### src/rtl/apb_led_sequencer_if.sv
// APB3 bus bundle for the LED sequencer window (16-bit address, 32-bit data).
interface apb_led_sequencer_if;
    logic [15:0] paddr;
    logic        psel;
    logic        penable;
    logic        pwrite;
    logic [31:0] pwdata;
    logic [31:0] prdata;
    logic        pready;
    logic        pslverror;

    modport master (
        output paddr, psel, penable, pwrite, pwdata,
        input  prdata, pready, pslverror
    );

    modport slave (
        input  paddr, psel, penable, pwrite, pwdata,
        output prdata, pready, pslverror
    );
endinterface

### src/rtl/apb_led_sequencer.sv
// APB3 LED pattern sequencer: steps through up to 8 timed LED patterns,
// one-shot or looping, started by firmware or a debounced switch press.
module apb_led_sequencer #(
    parameter logic [15:0] DEBOUNCE_CYCLES = 16'd50000,
    parameter logic [23:0] PRESCALE_RESET  = 24'd49999
) (
    input  logic                      io_systemClk,
    input  logic                      io_systemReset,
    apb_led_sequencer_if.slave        apb,
    input  logic                      i_sw,
    output logic [7:0]                o_led,
    output logic                      o_irq
);

    localparam logic [13:0] ADDR_CTRL     = 14'h0000;
    localparam logic [13:0] ADDR_STATUS   = 14'h0001;
    localparam logic [13:0] ADDR_PRESCALE = 14'h0002;
    localparam logic [13:0] ADDR_LAST     = 14'h0003;
    localparam logic [13:0] ADDR_IDLE_LED = 14'h0004;

    typedef enum logic [0:0] {
        ST_IDLE = 1'b0,
        ST_RUN  = 1'b1
    } state_t;

    state_t      state_r;
    state_t      state_next_s;

    logic        loop_r;
    logic        sw_trig_en_r;
    logic        irq_en_r;
    logic        done_r;
    logic [23:0] prescale_r;
    logic [2:0]  last_r;
    logic [7:0]  idle_led_r;
    logic [7:0]  pat_led_r [8];
    logic [7:0]  pat_dur_r [8];

    logic [2:0]  idx_r;
    logic [2:0]  idx_next_s;
    logic [2:0]  idx_inc_s;
    logic [7:0]  o_led_r;
    logic [7:0]  led_next_s;
    logic        o_irq_r;
    logic [23:0] presc_cnt_r;
    logic [23:0] presc_next_s;
    logic [7:0]  tick_cnt_r;
    logic [7:0]  tick_next_s;

    logic        sw_meta_r;
    logic        sw_sync_r;
    logic        sw_level_r;
    logic        sw_rise_r;
    logic [15:0] sw_cnt_r;

    logic        access_s;
    logic        mapped_s;
    logic [31:0] rd_data_s;
    logic [2:0]  pat_sel_s;
    logic        wr_ctrl_s;
    logic        wr_status_s;
    logic        wr_prescale_s;
    logic        wr_last_s;
    logic        wr_idle_led_s;
    logic        wr_pat_s;
    logic        stop_s;
    logic        start_s;
    logic        busy_s;
    logic        entry_end_s;
    logic        done_set_s;
    logic        done_next_s;
    logic        irq_en_next_s;
    logic        unused_s;

    // A zero duration still holds its entry for one tick.
    function automatic logic [7:0] tick_load(input logic [7:0] dur);
        return (dur == 8'd0) ? 8'd0 : (dur - 8'd1);
    endfunction

    assign access_s      = apb.psel & apb.penable;
    assign pat_sel_s     = apb.paddr[4:2];
    assign wr_ctrl_s     = access_s & apb.pwrite & (apb.paddr[15:2] == ADDR_CTRL);
    assign wr_status_s   = access_s & apb.pwrite & (apb.paddr[15:2] == ADDR_STATUS);
    assign wr_prescale_s = access_s & apb.pwrite & (apb.paddr[15:2] == ADDR_PRESCALE);
    assign wr_last_s     = access_s & apb.pwrite & (apb.paddr[15:2] == ADDR_LAST);
    assign wr_idle_led_s = access_s & apb.pwrite & (apb.paddr[15:2] == ADDR_IDLE_LED);
    assign wr_pat_s      = access_s & apb.pwrite & (apb.paddr[15:5] == 11'h001);

    assign stop_s        = wr_ctrl_s & apb.pwdata[1];
    assign start_s       = ~stop_s & ((wr_ctrl_s & apb.pwdata[0]) | (sw_rise_r & sw_trig_en_r));
    assign busy_s        = (state_r == ST_RUN);
    assign entry_end_s   = (presc_cnt_r == 24'd0) && (tick_cnt_r == 8'd0);
    assign idx_inc_s     = idx_r + 3'd1;

    // A done set on the same edge outranks a W1C clear.
    assign done_next_s   = done_set_s | (done_r & ~(wr_status_s & apb.pwdata[1]));
    assign irq_en_next_s = wr_ctrl_s ? apb.pwdata[4] : irq_en_r;

    assign apb.prdata    = access_s ? rd_data_s : 32'h0000_0000;
    assign apb.pready    = 1'b1;
    assign apb.pslverror = access_s & ~mapped_s;
    assign o_led         = o_led_r;
    assign o_irq         = o_irq_r;
    assign unused_s      = ^{apb.paddr[1:0], apb.pwdata[31:24]};

    // Read-data mux and address map decode.
    always_comb begin
        rd_data_s = 32'h0000_0000;
        mapped_s  = 1'b1;
        case (apb.paddr[15:2])
            ADDR_CTRL:     rd_data_s = {27'h0, irq_en_r, sw_trig_en_r, loop_r, 2'b00};
            ADDR_STATUS:   rd_data_s = {25'h0, idx_r, 2'b00, done_r, busy_s};
            ADDR_PRESCALE: rd_data_s = {8'h00, prescale_r};
            ADDR_LAST:     rd_data_s = {29'h0, last_r};
            ADDR_IDLE_LED: rd_data_s = {24'h0, idle_led_r};
            14'd8, 14'd9, 14'd10, 14'd11, 14'd12, 14'd13, 14'd14, 14'd15:
                rd_data_s = {8'h00, pat_dur_r[pat_sel_s], 8'h00, pat_led_r[pat_sel_s]};
            default:       mapped_s = 1'b0;
        endcase
    end

    // Programmable register file.
    always_ff @(posedge io_systemClk) begin
        if (io_systemReset) begin
            loop_r       <= 1'b0;
            sw_trig_en_r <= 1'b0;
            irq_en_r     <= 1'b0;
            done_r       <= 1'b0;
            prescale_r   <= PRESCALE_RESET;
            last_r       <= 3'd0;
            idle_led_r   <= 8'h00;
            for (int i = 0; i < 8; i++) begin
                pat_led_r[i] <= 8'h00;
                pat_dur_r[i] <= 8'h00;
            end
        end else begin
            if (wr_ctrl_s) begin
                loop_r       <= apb.pwdata[2];
                sw_trig_en_r <= apb.pwdata[3];
                irq_en_r     <= apb.pwdata[4];
            end
            if (wr_prescale_s) begin
                prescale_r <= apb.pwdata[23:0];
            end
            if (wr_last_s) begin
                last_r <= apb.pwdata[2:0];
            end
            if (wr_idle_led_s) begin
                idle_led_r <= apb.pwdata[7:0];
            end
            if (wr_pat_s) begin
                pat_led_r[pat_sel_s] <= apb.pwdata[7:0];
                pat_dur_r[pat_sel_s] <= apb.pwdata[23:16];
            end
            done_r <= done_next_s;
        end
    end

    // Sequencer next-state, entry loading and duration countdown.
    always_comb begin
        state_next_s = state_r;
        idx_next_s   = idx_r;
        led_next_s   = o_led_r;
        presc_next_s = presc_cnt_r;
        tick_next_s  = tick_cnt_r;
        done_set_s   = 1'b0;
        case (state_r)
            ST_IDLE: begin
                if (start_s) begin
                    state_next_s = ST_RUN;
                    idx_next_s   = 3'd0;
                    led_next_s   = pat_led_r[0];
                    presc_next_s = prescale_r;
                    tick_next_s  = tick_load(pat_dur_r[0]);
                end else begin
                    led_next_s   = idle_led_r;
                end
            end
            ST_RUN: begin
                if (stop_s) begin
                    state_next_s = ST_IDLE;
                    led_next_s   = idle_led_r;
                end else if (start_s) begin
                    idx_next_s   = 3'd0;
                    led_next_s   = pat_led_r[0];
                    presc_next_s = prescale_r;
                    tick_next_s  = tick_load(pat_dur_r[0]);
                end else if (entry_end_s) begin
                    // idx beyond a lowered LAST ends or wraps just like idx == LAST.
                    if (idx_r < last_r) begin
                        idx_next_s   = idx_inc_s;
                        led_next_s   = pat_led_r[idx_inc_s];
                        presc_next_s = prescale_r;
                        tick_next_s  = tick_load(pat_dur_r[idx_inc_s]);
                    end else if (loop_r) begin
                        idx_next_s   = 3'd0;
                        led_next_s   = pat_led_r[0];
                        presc_next_s = prescale_r;
                        tick_next_s  = tick_load(pat_dur_r[0]);
                    end else begin
                        state_next_s = ST_IDLE;
                        led_next_s   = idle_led_r;
                        done_set_s   = 1'b1;
                    end
                end else if (presc_cnt_r == 24'd0) begin
                    presc_next_s = prescale_r;
                    tick_next_s  = tick_cnt_r - 8'd1;
                end else begin
                    presc_next_s = presc_cnt_r - 24'd1;
                end
            end
            default: begin
                state_next_s = ST_IDLE;
                led_next_s   = idle_led_r;
            end
        endcase
    end

    // Sequencer state and registered LED / interrupt outputs.
    always_ff @(posedge io_systemClk) begin
        if (io_systemReset) begin
            state_r     <= ST_IDLE;
            idx_r       <= 3'd0;
            o_led_r     <= 8'h00;
            o_irq_r     <= 1'b0;
            presc_cnt_r <= 24'd0;
            tick_cnt_r  <= 8'd0;
        end else begin
            state_r     <= state_next_s;
            idx_r       <= idx_next_s;
            o_led_r     <= led_next_s;
            o_irq_r     <= done_next_s & irq_en_next_s;
            presc_cnt_r <= presc_next_s;
            tick_cnt_r  <= tick_next_s;
        end
    end

    // Switch synchronizer, stability debounce and rising-edge detect.
    always_ff @(posedge io_systemClk) begin
        if (io_systemReset) begin
            sw_meta_r  <= 1'b0;
            sw_sync_r  <= 1'b0;
            sw_level_r <= 1'b0;
            sw_rise_r  <= 1'b0;
            sw_cnt_r   <= 16'd0;
        end else begin
            sw_meta_r <= i_sw;
            sw_sync_r <= sw_meta_r;
            sw_rise_r <= 1'b0;
            if (sw_sync_r == sw_level_r) begin
                sw_cnt_r <= 16'd0;
            end else if (sw_cnt_r == (DEBOUNCE_CYCLES - 16'd1)) begin
                sw_level_r <= sw_sync_r;
                sw_rise_r  <= sw_sync_r;
                sw_cnt_r   <= 16'd0;
            end else begin
                sw_cnt_r <= sw_cnt_r + 16'd1;
            end
        end
    end

endmodule

### src/flat_wrapper.sv
// flat-port wrapper written by rule: the top's interface ports become plain ports
module apb_led_sequencer_flat 
#(
    parameter logic [15:0] DEBOUNCE_CYCLES = 16'd50000,
    parameter logic [23:0] PRESCALE_RESET  = 24'd49999
)
  (io_systemClk, io_systemReset, i_sw, o_led, o_irq, apb_paddr, apb_psel, apb_penable, apb_pwrite, apb_pwdata, apb_prdata, apb_pready, apb_pslverror);
  apb_led_sequencer_if apb_i ();
  input  logic io_systemClk;
  input  logic io_systemReset;
  input  logic i_sw;
  output logic [7:0] o_led;
  output logic o_irq;
  input wire logic [$bits(apb_i.paddr)-1:0] apb_paddr;
  input wire logic [$bits(apb_i.psel)-1:0] apb_psel;
  input wire logic [$bits(apb_i.penable)-1:0] apb_penable;
  input wire logic [$bits(apb_i.pwrite)-1:0] apb_pwrite;
  input wire logic [$bits(apb_i.pwdata)-1:0] apb_pwdata;
  output wire logic [$bits(apb_i.prdata)-1:0] apb_prdata;
  output wire logic [$bits(apb_i.pready)-1:0] apb_pready;
  output wire logic [$bits(apb_i.pslverror)-1:0] apb_pslverror;
  assign apb_i.paddr = apb_paddr;
  assign apb_i.psel = apb_psel;
  assign apb_i.penable = apb_penable;
  assign apb_i.pwrite = apb_pwrite;
  assign apb_i.pwdata = apb_pwdata;
  assign apb_prdata = apb_i.prdata;
  assign apb_pready = apb_i.pready;
  assign apb_pslverror = apb_i.pslverror;
  apb_led_sequencer #(.DEBOUNCE_CYCLES(DEBOUNCE_CYCLES), .PRESCALE_RESET(PRESCALE_RESET)) u_core (.io_systemClk(io_systemClk), .io_systemReset(io_systemReset), .apb(apb_i), .i_sw(i_sw), .o_led(o_led), .o_irq(o_irq));
endmodule
### config.mk
export PLATFORM = sky130hd
export DESIGN_NAME = apb_led_sequencer_flat
export DESIGN_NICKNAME = d
export VERILOG_FILES = /design/src/rtl/apb_led_sequencer_if.sv /design/src/rtl/apb_led_sequencer.sv /design/src/flat_wrapper.sv
export SDC_FILE = /design/constraint.sdc
export NUM_CORES = 1
export LEC_CHECK = 0
export BUFFER_PORTS_ARGS = -buffer_cell sky130_fd_sc_hd__buf_4
export CAP_MARGIN = 0
export CORE_MARGIN = 5
export CORE_UTILIZATION = 56
export CTS_CLUSTER_DIAMETER = 50
export DETAILED_ROUTE_END_ITERATION = 7
export PLACE_DENSITY_LB_ADDON = 0.08
export SYNTH_ARGS = -nofsm -noshare
export SYNTH_HDL_FRONTEND = slang
export SYNTH_SLANG_ARGS = --single-unit
### constraint.sdc
create_clock -name io_systemClk -period 7.3 [get_ports io_systemClk]
set_input_delay 1.46 -clock io_systemClk [delete_from_list [all_inputs] [get_ports io_systemClk]]
set_output_delay 1.46 -clock io_systemClk [all_outputs]
set_load 0.02 [all_outputs]
Word level (Yosys, flattened, before mapping). Memories as Yosys holds them, arrays and structs flattened. Cells that the tools add are included.

Register bits: 104. Bits in writable memories: 128. Input bits: 54. Output and inout port bits: 43. Word-level logic and storage cells: 149. Memories kept: 2.

Add/sub/neg operators: 6. Magnitude comparators: 1. Equal/unequal tests: 22. Muxes and demuxes: 60. Bitwise logic cells: 24. Reduce and logical (&&, ||, !) cells: 16.

Memories: u_core.pat_dur_r (depth 8, bits a word 8, read ports 3, clocked after Yosys merged registers in 0, write ports 8, line apb_led_sequencer.sv:37) `logic [7:0] pat_dur_r [8];`; u_core.pat_led_r (depth 8, bits a word 8, read ports 3, clocked after Yosys merged registers in 0, write ports 8, line apb_led_sequencer.sv:36) `logic [7:0] pat_led_r [8];`.

Operators with widths (number): 2-to-1 mux 24 bit (8); case mux 24 bit (6 select lines) (1); 2-to-1 mux 8 bit (17); == test 14 x 4 -> 1 bit, second input constant (8); case mux 24 bit (2 select lines) (1); case mux 8 bit (2 select lines) (2); == test 14 x 2 -> 1 bit, second input constant (2); logical NOT 24 bit (1); logical NOT 8 bit (3); 2-to-1 mux 3 bit (8); OR reduction 8 bit (3); subtractor 24 x 1 -> 24 bit, second input constant (1); subtractor 8 x 1 -> 8 bit, second input constant (3); 2-to-1 mux 1 bit (21); adder 16 x 1 -> 16 bit, second input constant (1); AND 1 bit (16); == test 16 bit, second input constant (1); == test 14 x 1 -> 1 bit, second input constant (1); == test 14 x 3 -> 1 bit, second input constant (1); logical NOT 14 bit (1); OR reduction 13 bit (1); != test 4 bit, second input constant (3); == test 11 x 1 -> 1 bit, second input constant (1); AND reduction 4 bit (2); other kinds (15) (22).

Depth between registers and ports, before layout. Gate-level depths: netlist of run 1.

Depth after elaboration: 11. Gate-level depth with buffers: 11. Depth with buffers taken out: 10.

Worst setup path before layout of run 1. Ideal clock, no wire load.

Path type: input to output. From: input apb_paddr[2]. To: output apb_prdata[16]. Arrival time: 3312 ps. Required time: 5840 ps. Slack: 2528 ps. Stages: 8. Path buffers: 3. Cell sequence: clkbuf_1 -> clkbuf_1 -> clkbuf_1 -> mux4_2 -> mux2i_1 -> nor2_1 -> a21oi_1 -> nor2_1.

Word-level cells in the longest chain between the ends: 4. Elaborated cells between the ends (all ways): 17. Those cells by class: eq/ne (12); mux (2); reduce/logical (2); memory (1).

Ends and longest elaborated chain: from (decl) (line flat_wrapper.sv:14) `input wire logic [$bits(apb_i.paddr)-1:0] apb_paddr;`; == test 14 x 4 -> 1 bit (line apb_led_sequencer.sv:110) `case (apb.paddr[15:2])`; OR reduction 8 bit (line apb_led_sequencer.sv:110); case mux 24 bit (6 select lines) (*) (line apb_led_sequencer.sv:110); 2-to-1 mux 24 bit (*) (line apb_led_sequencer.sv:99) `assign apb.prdata = access_s ? rd_data_s : 32'h0000_0000;`; to (decl) (line flat_wrapper.sv:19) `output wire logic [$bits(apb_i.prdata)-1:0] apb_prdata;`.

Mark *: on every way between the ends. The rest lies on a longest branch, timed or not.

Worst setup path in the final report of run 1.
From: input apb_paddr[3]. To: output apb_prdata[2].

The elaborated chain is that of the path after synthesis.

==> impl_metrics.py, run 1 <==
metrics = {
    "outcome": {
        "status": "finished clean",
    },
    "timing": {
        "hold_viol": 0,
        "finalWorstSetupSlack_ns": 2.23,
        "fin_crit_ns": 5.07,
        "report.final.slew_viol_count": 0,
        "max_slew_margin": 0.112,
        "grt_setup_unrepaired": "no",
        "setup_viol": 0,
        "worst_pin_slew_ns": 1.33,
        "period_share": 0.694,
        "fin_skew_ns": 0.0143,
        "setup_tns_ns": 0,
        "clock.fmax_ghz": 0.197,
    },
    "power_and_ir_drop": {
        "ir_drop_mv": 0.201,
        "leakagePower_nw": 5.40,
        "power.density_nw_per_um2": 209,
    },
    "worst_setup_path": {
        "reg2reg_slack_ns": 3.28,
        "cp.depth": 7,
        "slowest_delay_ns": 0.59,
        "worstReg2RegEnd": "u_core.tick_cnt_r[6]",
        "crit_fanout": 39,
        "reg2regPathDepth": 10,
        "slowest_stage": "mux4_2",
        "rr_startpoint": "u_core.idx_r[0]",
        "worstSetupPathType": "input pin to primary output",
        "path_buf_inv": 2,
        "cp-start-kind": "input pin",
        "cp_data_arrival_time_ns": 3.61,
        "path_cells": "buf_4 > mux4_2 > mux2i_1 > nor2_1 > a221oi_1 > a21oi_1 > buf_4",
        "critical_path.endpoint": "apb_prdata[2]",
        "crit_required_ns": 5.84,
        "critPathLaunch": "apb_paddr[3]",
        "end_kind": "primary output",
        "cp_top_family": "multiplexers",
        "path_common_cell": "buf_4",
    },
    "hold_path": {
        "min_path_type": "flip-flop to flip-flop",
        "hold_path_depth": 1,
    },
    "floorplan": {
        "die_area_um2": 26800,
        "row_count": 56,
        "initial_core_util": 0.566,
        "die_x_um": 164,
        "core_region_area_um2": 23400,
        "die_height_um": 164,
        "io_pins": 97,
    },
    "route": {
        "detail_route.wl_per_cell_um": 21.6,
        "drc": 0,
        "drtPass1Iterations": 6,
        "drt_iter0_markers": 1139,
        "ant_nets": 0,
        "vias": 10598,
        "routed_via_density": 6.23,
        "routed_wl_mm": 36.7,
    },
    "clock_tree": {
        "cts_tree": "yes",
        "clk_pin_slew_ns": 0.06,
        "clock_sinks": 232,
        "postCtsHoldBufs": 0,
        "clockBufferDepth": 3,
        "cts_max_level": 1,
        "cts_buffers": 30,
        "cts_resized": 0,
        "cts_setup_buffers": 0,
        "root_buffer": "clkbuf_16",
        "clk_latency_ns": 0.55,
    },
    "finish": {
        "drive_above_1_share": 0.174,
        "final_nets": 1425,
        "area_growth_pct": 13.6,
        "fillerInstances": 1963,
        "n_antenna_cell": 0,
    },
    "grt": {
        "grt_max_degree": 72,
        "grt_antenna_before_repair": 1,
        "grt-ovfl-total": 0,
        "grtUsageTotal": 0.272,
        "grt_pass1_wl_mm": 57.4,
        "grt_pass1_vias": 10233,
    },
    "synthesis": {
        "synth-async-reset-ratio": 0,
        "synth_edf_count": 128,
        "synthCells": 1317,
        "post_synth.cell_area_avg_um2": 10.1,
        "synth_top_area_share": 0.290,
        "ys_seq_area_frac": 0.447,
        "yosys.area.top_type": "edfxtp_1",
        "syn-cell-area_um2": 13200,
        "synth-seq-cells": 232,
        "synthFlopType": "edfxtp_1",
        "synth_area_leaders": "edfxtp_1 (29%), dfxtp_1 (16%), mux4_2 (9.9%), and2_1 (6.1%), nor2_1 (3.7%)",
        "ys.warnings.count": 0,
        "ys_top_cells_by_count": "nor2_1 (130), and2_1 (129), edfxtp_1 (128)",
        "synth_most_common_cell": "nor2_1",
        "yosysUniqueCellTypes": 79,
    },
    "placement": {
        "port_buffers": 77,
        "dp_hpwl_mm": 25.3,
        "routabilityCongestion": 0.898,
        "dpl_worst_slack_ns": 2.29,
    },
    "job": {
        "cap_violations": 0,
    },
}
==> flip-flops by register name (all words and copies together) (netlist names), 3 cells and up <==
name and count:
u_core.presc_cnt_r 24, u_core.last_r 3, u_core.sw_cnt_r 16, u_core.idle_led_r 8, u_core.o_led 8, u_core.pat_led_r 64, u_core.idx_r 3, u_core.pat_dur_r 64
u_core.prescale_r 24, u_core.tick_cnt_r 8
==> logic make-up (layout without fill, tap and decap cells) <==
| kind of cell | after synthesis | after routing | synth area share |
|---|---|---|---|
| simple gates | 569 | 569 | 0.226 |
| compound gates | 246 | 246 | 0.117 |
| mux | 112 | 112 | 0.140 |
| other cells | 2 | 9 | 0.000567 |
| flops | 232 | 232 | 0.447 |
| fa+ha+maj | 11 | 11 | 0.0104 |
| xor+xnor | 28 | 28 | 0.0199 |
| buf+inv | 117 | 176 | 0.0380 |
==> per-layer routing <==
layer  track usage  vias to the layer above  wire [um]
li1              -                     4922          -
met1         0.379                     5188      15500
met2         0.449                      429      17600
met3        0.0417                       59       2710
met4        0.0721                        0        874
met5             0                        -          0
==> layout by cell type (no fill, tap or decap), drive strengths merged, types with 47 or more instances in the layout <==
cell      n
and2    129
nand2   119
edfxtp  128
mux2i    48
a21oi    87
mux4     58
dfxtp   104
nor2    130
buf      99
nor3     47
o21ai    57
==> worst min-delay path by stage <==
stage / slack, ns / endpoint / startpoint
after floorplan: 0.41 / u_core.sw_sync_r / u_core.sw_meta_r
after global placement: 0.43 / u_core.sw_cnt_r[0] / u_core.sw_cnt_r[0]
after detailed placement: 0.42 / u_core.sw_sync_r / u_core.sw_meta_r
after CTS: 0.44 / u_core.sw_sync_r / u_core.sw_meta_r
after global routing: 0.46 / u_core.sw_sync_r / u_core.sw_meta_r
final: 0.44 / u_core.sw_sync_r / u_core.sw_meta_r
==> worst register-to-register path, delay by kind of cell, from the launching register on <==
family	cells	cell delay, ns
AOI/OAI and AO/OA	3	0.78
DFF	1	0.31
and+or+nand+nor	3	0.65
muxes	1	0.32
buffers and inverters	2	1.06
adders and majority gates	1	0.79
==> power by group <==
part	switching, mW	internal (mW)
clock	0.600	0.927
combinational	0.108	0.0777
sequential	0.0261	1.41
==> metrics by stage <==
stage / power [mW] / cells / utilization / cell area, um^2 / hold slack (ns)
finish: 3.15 / 1702 / 0.643 / 15000 / 0.437
global route: 3.24 / 1702 / 0.643 / 15000 / 0.459
detailed placement: 1.65 / 1647 / 0.598 / 14000 / 0.425
CTS: 3.16 / 1702 / 0.643 / 15000 / 0.439
global placement: 1.64 / 1647 / 0.598 / 14000 / 0.429
floorplan: 1.57 / 1324 / - / 13300 / 0.414
==> cell type report <==
cell class / count / area, um^2 / share of cell area
sequential: 232 / 5930 / 0.394
timing repair buffer: 99 / 743 / 0.0494
tap: 319 / 399 / 0.0265
clock inverter: 23 / 262 / 0.0174
inverter: 22 / 82.6 / 0.00549
clock buffer: 32 / 779 / 0.0518
multi-input combinational: 975 / 6850 / 0.455
Note: power is estimated with default switching activity, not from simulation.
==> inputs of run 2 (changes only) <==
==> constraint.sdc (replaced) <==
create_clock -name io_systemClk -period 4.91 [get_ports io_systemClk]
set_input_delay 0.982 -clock io_systemClk [delete_from_list [all_inputs] [get_ports io_systemClk]]
set_output_delay 0.982 -clock io_systemClk [all_outputs]
set_load 0.02 [all_outputs]
==> run 2 against run 1 <==
Die area unchanged. First-iteration DRC count rose by 7.3%. Sequential power increased by 49%. Sequential share of layout area is 0.27 points lower. Combinational power grew 48%. Hold slack better by 0.010 ns. Largest power group unchanged. Flip-flop and latch count unchanged.
==> impl_metrics.py, run 2 (same netlist as run 1, synthesis figures left out) <==
metrics = {
    "clock_tree": {
        "cts_buffers": 34,
        "clk_pin_slew_ns": 0.06,
        "root_buffer": "clkbuf_16",
        "cts_max_level": 2,
        "clk_latency_ns": 0.51,
        "clockBufferDepth": 3,
        "cts_resized": 0,
        "postCtsHoldBufs": 0,
        "cts_tree": "yes",
        "cts_setup_buffers": 0,
        "clock_sinks": 232,
    },
    "finish": {
        "final_common_cell": "nor2_1",
        "area_growth_pct": 14.4,
        "postLayoutCoreUtil": 0.647,
        "top_regs": "u_core.pat_dur_r (64), u_core.pat_led_r (64)",
        "n_antenna_cell": 0,
        "final_nets": 1435,
        "layout_common_cells": "nor2_1 (130), and2_1 (129), edfxtp_1 (128)",
        "drive_above_1_share": 0.177,
        "fin_cells": 1712,
        "fillerInstances": 1927,
        "fin_area_um2": 15100,
    },
    "worst_setup_path": {
        "path_buf_inv": 2,
        "cp_data_arrival_time_ns": 3.03,
        "cp_top_family": "multiplexers",
        "end_kind": "primary output",
        "cp-start-kind": "input pin",
        "path_common_cell": "buf_4",
        "crit_fanout": 39,
        "worstSetupPathType": "input pin to primary output",
        "slowest_delay_ns": 0.61,
        "crit_required_ns": 3.93,
        "path_cells": "buf_4 > mux4_2 > mux2i_1 > nor2_1 > a221oi_1 > a21oi_1 > buf_4",
        "slowest_stage": "mux4_2",
    },
    "timing": {
        "fin_crit_ns": 4.01,
        "clock.fmax_ghz": 0.250,
        "fin_skew_ns": 0.0252,
        "period_share": 0.816,
        "worst_pin_slew_ns": 1.09,
        "setup_tns_ns": 0,
        "whs_ns": 0.447,
        "setup_viol": 0,
        "report.final.slew_viol_count": 0,
        "grt_setup_unrepaired": "no",
        "finalWorstSetupSlack_ns": 0.903,
        "hold_viol": 0,
        "max_slew_margin": 0.275,
    },
    "grt": {
        "grt-ovfl-total": 0,
        "use_met2": 0.436,
        "grt_antenna_before_repair": 0,
        "grtUsageTotal": 0.269,
        "grt_pass1_vias": 10073,
        "busiest_layer": "met2",
        "grtUsageMet3": 0.0412,
        "met1_usage": 0.377,
        "grt_max_degree": 59,
        "grt_pass1_wl_mm": 56.5,
    },
    "placement": {
        "dp_hpwl_mm": 25.3,
        "place_area_um2": 14000,
        "dp.cells": 1653,
        "routabilityCongestion": 0.895,
        "port_buffers": 77,
        "dpl_worst_slack_ns": 0.899,
    },
    "power_and_ir_drop": {
        "finalPower_mw": 4.79,
        "power.share.clock": 0.496,
        "swShare": 0.234,
        "pwr-share-seq": 0.447,
        "p_comb_frac": 0.057,
        "switching_power_mw": 1.12,
        "power.density_nw_per_um2": 316,
        "leakagePower_nw": 5.46,
        "p_int_mw": 3.66,
        "ir_drop_mv": 0.309,
    },
    "route": {
        "routed_via_density": 6.15,
        "drt_iter0_markers": 1222,
        "ant_nets": 0,
        "detail_route.wl_per_cell_um": 21.0,
        "routed_wl_mm": 35.9,
        "drtPass1Iterations": 6,
        "vias": 10531,
        "drc": 0,
    },
    "floorplan": {
        "die_height_um": 164,
        "die_x_um": 164,
        "die_area_um2": 26800,
        "initial_core_util": 0.566,
        "row_count": 56,
        "core_region_area_um2": 23400,
        "io_pins": 97,
    },
    "hold_path": {
        "min_path_type": "flip-flop to flip-flop",
    },
    "job": {
        "cap_violations": 0,
    },
    "outcome": {
        "status": "finished clean",
    },
}
-- run 2: worst paths after layout --
path	slack, ns	startpoint	to	cells past startpoint
worst min-delay path	0.45	u_core.sw_meta_r	u_core.sw_sync_r	1
worst max register to register	1.29	u_core.presc_cnt_r[0]	u_core.presc_cnt_r[17]	9
worst max-delay path	0.90	apb_paddr[3]	apb_prdata[2]	7
worst min register to register	0.45	u_core.sw_meta_r	u_core.sw_sync_r	1
-- run 2: worst register-to-register path, cell delays in order (launching register included) --
cell and delay (ns):
dfxtp_1 0.33, inv_1 0.08, ha_1 0.19, or3b_1 0.45
nor4_4 0.50, and3_1 0.51, a21oi_1 0.18, o22ai_2 0.87
nor2_1 0.12, o221a_2 0.27
-- run 2: area by class of cell --
| cell class | count | area (um^2) | share of cell area |
|---|---|---|---|
| sequential | 232 | 5930 | 0.391 |
| tap | 319 | 399 | 0.0263 |
| clock inverter | 19 | 195 | 0.0129 |
| timing repair buffer | 105 | 788 | 0.0520 |
| clock buffer | 40 | 905 | 0.0597 |
| inverter | 22 | 82.6 | 0.00545 |
| multi-input combinational | 975 | 6850 | 0.452 |
-- run 2: routing by layer --
metal  wire length (um)  vias up
met4               1010        0
li1                   -     4950
met2              17000      415
met3               2350       73
met1              15600     5093
met5                  0        -
-- run 2: power groups by stage --
stage | clock network, mW | registers (mW) | logic [mW]
finish | 2.37 | 2.14 | 0.273
global route | 2.49 | 2.14 | 0.292
CTS | 2.40 | 2.14 | 0.272
detailed placement | 0 | 2.18 | 0.271
global placement | 0 | 2.17 | 0.269
floorplan | 0 | 2.16 | 0.176
==> inputs of run 3 (changes only) <==
==> constraint.sdc (replaced) <==
create_clock -name io_systemClk -period 4.1 [get_ports io_systemClk]
set_input_delay 0.82 -clock io_systemClk [delete_from_list [all_inputs] [get_ports io_systemClk]]
set_output_delay 0.82 -clock io_systemClk [all_outputs]
set_load 0.02 [all_outputs]
==> run 3 against run 2 <==
Total power grew 20%. First-iteration DRC count fell by 5.0%. Cell count is 0.70% higher. Combinational power up 23%. Routed wire length rose by 1.8%. Highest routed layer unchanged.
==> impl_metrics.py, run 3 (same netlist as run 1, synthesis figures left out) <==
metrics = {
    "route": {
        "routed_via_density": 6.17,
        "detail_route.wl_per_cell_um": 21.2,
        "ant_nets": 0,
        "drc": 0,
        "drt_iter0_markers": 1161,
        "vias": 10636,
        "drtPass1Iterations": 6,
        "routed_wl_mm": 36.6,
    },
    "power_and_ir_drop": {
        "ir_drop_mv": 0.299,
        "power.density_nw_per_um2": 376,
        "leakagePower_nw": 5.55,
        "finalPower_mw": 5.75,
    },
    "finish": {
        "drive_above_1_share": 0.185,
        "final_common_cell": "nor2_1",
        "fillerInstances": 1912,
        "postLayoutCoreUtil": 0.653,
        "layout_common_cells": "nor2_1 (130), and2_1 (129), edfxtp_1 (128)",
        "n_antenna_cell": 0,
        "final_nets": 1446,
        "fin_area_um2": 15300,
        "fin_cells": 1724,
        "area_growth_pct": 15.4,
        "top_regs": "u_core.pat_dur_r (64), u_core.pat_led_r (64)",
    },
    "floorplan": {
        "core_region_area_um2": 23400,
        "row_count": 56,
        "die_area_um2": 26800,
        "initial_core_util": 0.566,
        "die_height_um": 164,
        "die_x_um": 164,
        "io_pins": 97,
    },
    "timing": {
        "fin_skew_ns": 0.0204,
        "setup_tns_ns": 0,
        "max_slew_margin": 0.331,
        "report.final.slew_viol_count": 0,
        "setup_viol": 0,
        "hold_viol": 0,
        "fin_crit_ns": 3.63,
        "grt_setup_unrepaired": "no",
        "clock.fmax_ghz": 0.276,
        "period_share": 0.884,
        "worst_pin_slew_ns": 1.00,
    },
    "worst_setup_path": {
        "worstSetupPathType": "input pin to primary output",
        "cp_top_family": "multiplexers",
        "slowest_stage": "mux4_2",
        "rr_startpoint": "u_core.idx_r[1]",
        "crit_required_ns": 3.28,
        "path_common_cell": "buf_4",
        "slowest_delay_ns": 0.57,
        "cp-start-kind": "input pin",
        "critPathLaunch": "apb_paddr[2]",
        "crit_fanout": 35,
        "cp_data_arrival_time_ns": 2.81,
        "end_kind": "primary output",
        "path_cells": "buf_4 > mux4_2 > mux2i_1 > nor2_1 > a221oi_1 > a21oi_1 > buf_4",
        "path_buf_inv": 2,
    },
    "clock_tree": {
        "cts_resized": 0,
        "cts_buffers": 30,
        "clk_pin_slew_ns": 0.06,
        "cts_max_level": 1,
        "root_buffer": "clkbuf_16",
        "cts_setup_buffers": 0,
        "cts_tree": "yes",
        "clock_sinks": 232,
        "postCtsHoldBufs": 0,
        "clockBufferDepth": 3,
        "clk_latency_ns": 0.55,
    },
    "grt": {
        "grt-ovfl-total": 0,
        "grtUsageTotal": 0.269,
        "met1_usage": 0.378,
        "use_met2": 0.448,
        "grt_antenna_before_repair": 0,
        "grt_pass1_vias": 10271,
        "grt_pass1_wl_mm": 57.2,
        "grtUsageMet3": 0.0334,
        "grt_max_degree": 59,
        "busiest_layer": "met2",
    },
    "placement": {
        "dp.cells": 1668,
        "routabilityCongestion": 0.902,
        "dp_hpwl_mm": 25.9,
        "place_area_um2": 14200,
        "port_buffers": 77,
    },
    "outcome": {
        "status": "finished clean",
    },
    "hold_path": {
        "worstHoldStart": "u_core.sw_meta_r",
        "min_path_type": "flip-flop to flip-flop",
    },
    "job": {
        "cap_violations": 0,
    },
}
run 3: cell types whose count changed in the layout (fill, tap and decap cells not counted):
cell	previous run	this run
buf_4	105	118
bufinv_16	2	6
clkbuf_16	35	31
inv_6	8	4
clkbuf_1	4	1
clkinv_2	2	5
buf_12	0	2
clkinv_1	3	5
clkinvlp_4	3	1
clkbuf_8	1	2
run 3: final timing paths:
kind	endpoint	cells past startpoint	slack [ns]
worst max-delay path	apb_prdata[2]	7	0.47
worst min-delay path	u_core.sw_sync_r	1	0.45
worst max register to register	u_core.tick_cnt_r[7]	9	0.79
worst min register to register	u_core.sw_sync_r	1	0.45
run 3: layout make-up:
| type | instances | area, um^2 | share of cell area |
|---|---|---|---|
| Timing Repair Buffer | 120 | 926 | 0.0606 |
| Clock inverter | 22 | 288 | 0.0188 |
| Inverter | 22 | 82.6 | 0.00540 |
| Tap cell | 319 | 399 | 0.0261 |
| Sequential cell | 232 | 5930 | 0.388 |
| Multi-Input combinational cell | 975 | 6850 | 0.448 |
| Clock buffer | 34 | 807 | 0.0528 |
run 3: per-stage QoR:
stage	worst slack (ns)	hold slack, ns
after detailed placement	0.473	0.428
after global routing	0.356	0.483
after floorplan	0.411	0.414
after global placement	0.482	0.431
after CTS	0.480	0.450
final	0.474	0.448
run 3: layer usage:
layer | vias up | part of all wire
met4 | 0 | 0.026
met1 | 5181 | 0.43
met2 | 422 | 0.48
met5 | - | 0
met3 | 65 | 0.063
li1 | 4968 | -
run 3: where the power goes:
group	switching (mW)	leakage, nW	internal, mW	total (mW)
Clock	1.05	0.539	1.80	2.85
Combinational	0.191	2.95	0.145	0.336
Sequential	0.0478	2.05	2.52	2.56
run 3: worst reg2reg max path: cells and delay by family, from the launching register on:
family          cells  cell delay [ns]
compound gates      5             0.89
buf+inv             1             0.30
fa+ha+maj           1             0.48
simple gates        2             1.07
flops               1             0.42
